### config.mk
export PLATFORM = sky130hd
export DESIGN_NAME = hdmi_pattern_scheduler
export DESIGN_NICKNAME = d
export VERILOG_FILES = /design/src/rtl/hdmi_pattern_scheduler.sv
export SDC_FILE = /design/constraint.sdc
export NUM_CORES = 1
export LEC_CHECK = 0
export CAP_MARGIN = 20
export CORE_MARGIN = 5
export CORE_UTILIZATION = 45
export DETAILED_ROUTE_END_ITERATION = 6
export GPL_TIMING_DRIVEN = 0
export HOLD_SLACK_MARGIN = 0.15
export PLACE_DENSITY = 0.83
export SYNTH_ARGS = -nofsm -noshare
export SYNTH_HDL_FRONTEND = slang
export SYNTH_SLANG_ARGS = --single-unit
### constraint.sdc
create_clock -name clk -period 1.92 [get_ports clk]
set_input_delay 0.384 -clock clk [delete_from_list [all_inputs] [get_ports clk]]
set_output_delay 0.384 -clock clk [all_outputs]
set_load 0.005 [all_outputs]
### src/rtl/hdmi_pattern_scheduler.sv
// Frame-synchronous test-pattern selector for the HDMI test datapath.
// Host requests are held until the next frame_start; an optional auto
// timer advances the pattern every FRAMES_PER_PATTERN frames. A host
// change applied on a frame boundary takes priority over an auto advance.
module hdmi_pattern_scheduler #(
  parameter int unsigned NUM_PATTERNS       = 6,
  parameter int unsigned PAT_W              = 3,
  parameter int unsigned FRAMES_PER_PATTERN = 60,
  parameter int unsigned FCNT_W             = 8
) (
  input  logic              clk,
  input  logic              rst_n,
  input  logic              frame_start,
  input  logic              auto_en,
  input  logic              req_valid,
  input  logic [PAT_W-1:0]  req_pattern,
  output logic              req_ready,
  output logic [PAT_W-1:0]  pattern_sel,
  output logic              pattern_update,
  output logic              pending,
  output logic              bad_req,
  output logic [FCNT_W-1:0] frame_cnt
);

  typedef enum logic [0:0] {
    IDLE       = 1'b0,
    WAIT_FRAME = 1'b1
  } state_t;

  localparam logic [PAT_W:0]    LP_NUM_PAT  = (PAT_W+1)'(NUM_PATTERNS);
  localparam logic [PAT_W-1:0]  LP_LAST_PAT = PAT_W'(NUM_PATTERNS - 1);
  localparam logic [FCNT_W-1:0] LP_LAST_CNT = FCNT_W'(FRAMES_PER_PATTERN - 1);

  state_t              r_state;
  logic [PAT_W-1:0]    r_pend;
  logic [PAT_W-1:0]    r_pattern_sel;
  logic                r_update;
  logic                r_pending;
  logic                r_bad;
  logic [FCNT_W-1:0]   r_frame_cnt;

  logic                w_code_legal;
  logic                w_req_legal;
  logic                w_host_apply;
  logic [PAT_W-1:0]    w_apply_code;

  // Request classification and the code a frame boundary would commit;
  // a legal request on the boundary cycle bypasses the pending register.
  always_comb begin
    w_code_legal = ({1'b0, req_pattern} < LP_NUM_PAT);
    w_req_legal  = req_valid && w_code_legal;
    w_host_apply = frame_start && (w_req_legal || (r_state == WAIT_FRAME));
    w_apply_code = w_req_legal ? req_pattern : r_pend;
  end

  // Scheduler FSM with registered pattern, pulse and counter outputs.
  always_ff @(posedge clk or negedge rst_n) begin
    if (!rst_n) begin
      r_state       <= IDLE;
      r_pend        <= '0;
      r_pattern_sel <= '0;
      r_update      <= 1'b0;
      r_pending     <= 1'b0;
      r_bad         <= 1'b0;
      r_frame_cnt   <= '0;
    end else begin
      r_update <= 1'b0;
      r_bad    <= req_valid && !w_code_legal;

      if (w_host_apply) begin
        r_pattern_sel <= w_apply_code;
        r_update      <= 1'b1;
        r_frame_cnt   <= '0;
        r_pending     <= 1'b0;
        r_state       <= IDLE;
      end else begin
        if (w_req_legal) begin
          r_pend    <= req_pattern;
          r_pending <= 1'b1;
          r_state   <= WAIT_FRAME;
        end
        if (frame_start && auto_en) begin
          if (r_frame_cnt == LP_LAST_CNT) begin
            r_pattern_sel <= (r_pattern_sel == LP_LAST_PAT) ? '0 : r_pattern_sel + 1'b1;
            r_update      <= 1'b1;
            r_frame_cnt   <= '0;
          end else begin
            r_frame_cnt <= r_frame_cnt + 1'b1;
          end
        end
      end

      // Counter only runs while auto mode is enabled.
      if (!auto_en) begin
        r_frame_cnt <= '0;
      end
    end
  end

  assign req_ready      = 1'b1;
  assign pattern_sel    = r_pattern_sel;
  assign pattern_update = r_update;
  assign pending        = r_pending;
  assign bad_req        = r_bad;
  assign frame_cnt      = r_frame_cnt;

endmodule

==> results of run 1 <==
==> kinds of logic (layout without fill, tap and decap cells) <==
kind of cell / Yosys count / in the layout / synth area share
AO/OA/AOI/OAI: 21 / 21 / 0.174
multiplexers: 2 / 2 / 0.0225
buffers and inverters: 6 / 32 / 0.0385
other: 1 / 1 / 0.00397
adder cells (fa/ha/maj): 1 / 1 / 0.0133
AND/OR/NAND/NOR: 51 / 51 / 0.297
flip-flops: 17 / 17 / 0.451
==> final cells by class <==
cell class	count	area [sq um]	area share
timing repair buffer	22	218	0.178
clock buffer	4	26.3	0.0215
tap	27	33.8	0.0276
inverter	2	7.51	0.00613
sequential	17	425	0.348
buffer	4	28.8	0.0235
multi-input combinational	76	484	0.396
==> worst max path at each step <==
stage                      to
6_report       pattern_sel[1]
5_1_grt        pattern_sel[1]
3_5_place_dp     frame_cnt[2]
2_1_floorplan  pattern_sel[1]
3_3_place_gp     frame_cnt[2]
4_1_cts          frame_cnt[2]
==> where the power goes <==
part,total [uW],switching [uW],internal [uW]
logic,148,64.7,83.5
clock network,191,110,80.7
registers,409,23.4,386
total,748,198,550
==> what timing repair did <==
item | in CTS | in global routing
gates resized for setup | 0 | 3
buffers inserted | 0 | 1
endpoints found under the setup margin | 0 | 9
==> state kept, by name, indices dropped and copies added (netlist names) <==
register and count:
bad_req 1, pattern_update 1, r_pend 3, pattern_sel 3
frame_cnt 8, pending 1
==> stage by stage <==
step	total power (uW)	std cells	instance area, sq um
6_report	748	152	1220
5_1_grt	798	152	1220
4_1_cts	753	151	1210
3_5_place_dp	563	147	1190
3_3_place_gp	558	147	1190
2_1_floorplan	484	99	943
==> layout by cell type, fill, tap and decap left out, drive strengths merged, types with 2 or more instances in the layout <==
| master | n |
|---|---|
| clkdlybuf4s50 | 21 |
| dfrtp | 17 |
| nor2 | 11 |
| nand2 | 8 |
| nand3 | 7 |
| buf | 5 |
| nor3 | 4 |
| nand2b | 4 |
| clkbuf | 4 |
| and3 | 4 |
| o21a | 3 |
| o211ai | 3 |
| or4 | 3 |
| inv | 2 |
| or3 | 2 |
| o21ai | 2 |
| nor3b | 2 |
| a22o | 2 |
| a21boi | 2 |
| or2 | 2 |
| o311ai | 2 |
==> layer usage <==
layer | vias to the layer above | track usage | routed length [microns]
met5 | - | 0 | 0
met4 | 0 | 0.0868 | 28
met3 | 2 | 0.0209 | 69
met2 | 23 | 0.221 | 977
met1 | 393 | 0.196 | 959
li1 | 418 | - | -
==> summary.md, run 1 <==
| Metric | Value |
|---|---|
| CTS sink count | `17` |
| Crit path kind | `reg -> reg` |
| Clock Skew | `approximately 2.6 ps` |
| Buffers added on ports | `21` |
| Die Span Y | `about 56 microns` |
| RD Place Congestion | `around 0.77` |
| Congestion Overflow GR | `0` |
| Clock root buffer | `clkbuf_4` |
| Worst endpoint data arrival time | `2070 ps` |
| Leakage | `~0.00050 uW` |
| RSZ-0062 raised after global routing | `true` |
| Hold path cells | `1` |
| FF-to-FF End | `pattern_sel[1]` |
| Starting Density | `0.476` |
| Area Growth Syn to Fin | `29.7%` |
| Initial antenna violation count | `0` |
| Maximum capacitance violations | `0` |
| Largest cells by area after synthesis | `dfrtp_1, nor2_1, nand3_1` |
| Slew headroom | `0.498` |
| Die area | `about 3100 sq um` |
| Post-CTS Hold Buffers | `0` |
| Syn_area_per_cell | `about 9.5 sq um` |
| Worst-path maximum fanout | `5` |
| Core area | `~2000 sq um` |
| Antenna diodes | `0` |
| # fillers | `about 170` |
| Register bit total from synthesis | `17` |
| Routed WL | `2.04 mm` |
| Class of the worst hold path | `reg -> reg` |
| Drt first pass iters | `4` |
| CP delay by family, top | `simple AND/OR/NAND/NOR gates` |
| Synth cell types | `39` |
| Cell chain of the critical path | `ha_2 > nand4_1 > or3_4 > or4_1 > nand3_1` |
| Standard-cell rows | `16` |
| Final setup vio count | `0` |
| Yosys top cell by area | `dfrtp_1` |
| CTS tree | `yes` |
| Worst Path Buf+Inv | `0` |
| Final cycle utilization of the critical path | `0.960` |
| R2R Setup Slk | `between 70 and 80 ps` |
| Max Clk Rate | `around 540 MHz` |
| Pwr dens | `just over 600 nW/um^2` |
| Crit path depth | `5` |
| Slowest CP cell | `or3_4` |
| Final worst setup slack | `just under 80 ps` |
| Vias per inst | `between 5 and 6` |
| I/O pin cnt | `23` |
| Net Count, Synth | `around 110` |
| Synth Flop Type | `dfrtp_1` |
| EDFF count, synth | `0` |
| Startpoint class of the critical path | `register` |
| Hold Startpoint | `pattern_sel[2]` |
| Remaining DRCs | `0` |
| Fraction of layout cells with a size suffix above 1 | `0.144` |
| First-pass GRT wire length | `between 3 and 4 mm` |
| H-tree depth | `1` |
| Setup WS pre-CTS | `-253 ps` |
| Die W | `between 50 and 60 microns` |
| Worst vdd ir | `approximately 0.00051 V` |
| Syn Inst Count | `99` |
| Core Util, Final | `0.617` |
| Worst Reg-to-Reg Cells | `5` |
| Clock transition at the registers of the reported paths | `100 ps` |
| Post-synth top area share | `0.451` |
| Synthesized area | `~940 sq um` |
| Seq/Total Area, Yosys | `0.451` |
| Worst-Margin Slew | `approximately 750 ps` |
| Smallest hold slack | `slightly above 500 ps` |
| CTS buffer count | `3` |
| Syn. warnings | `0` |
| WP data required | `2150 ps` |
| Critical Path Max Stage Delay | `~440 ps` |
| Max Slew Vio Count | `0` |
| FF-to-FF Start | `frame_cnt[0]` |
| Crit path launch | `frame_cnt[0]` |
| Hold endpoint | `pattern_sel[2]` |
| Number of nets in the layout | `approximately 140` |
| HPWL after DPL | `roughly 1.6 mm` |
| Pin count of the biggest net entering global routing | `18` |
| Max Root-Sink Buffers | `2` |
| Initial DRC count | `24` |
| Clk Latency, worst-skew pair | `around 290 ps` |
| Top post-synthesis cells by count | `dfrtp_1, nor2_1, nand2_1` |
| Routed Antenna Nets | `0` |
| Count leader, synth | `dfrtp_1` |
| Vias | `around 840` |
| Setup TNS | `0 ps` |
| GRT Util Overall | `0.146` |
| Async SR Flop Fraction | `1.00` |
| Outcome | `completed` |
| Wire per inst | `13.4 microns` |
| Fin crit period | `around 1800 ps` |
| Crit. End Element | `register` |
| Vias in the first global route | `slightly above 800` |
| Final hold viol count | `0` |
Power figures use the tool's default switching activity.
==> run 2, diff against run 1 <==
--- a/config.mk
+++ b/config.mk
@@ -9,6 +9,7 @@
 export CORE_MARGIN = 5
 export CORE_UTILIZATION = 45
 export DETAILED_ROUTE_END_ITERATION = 6
+export GPL_ROUTABILITY_DRIVEN = 0
 export GPL_TIMING_DRIVEN = 0
 export HOLD_SLACK_MARGIN = 0.15
 export PLACE_DENSITY = 0.83
==> results of run 2 <==
No change in the layout: final DEF, timing and power equal those of run 1.
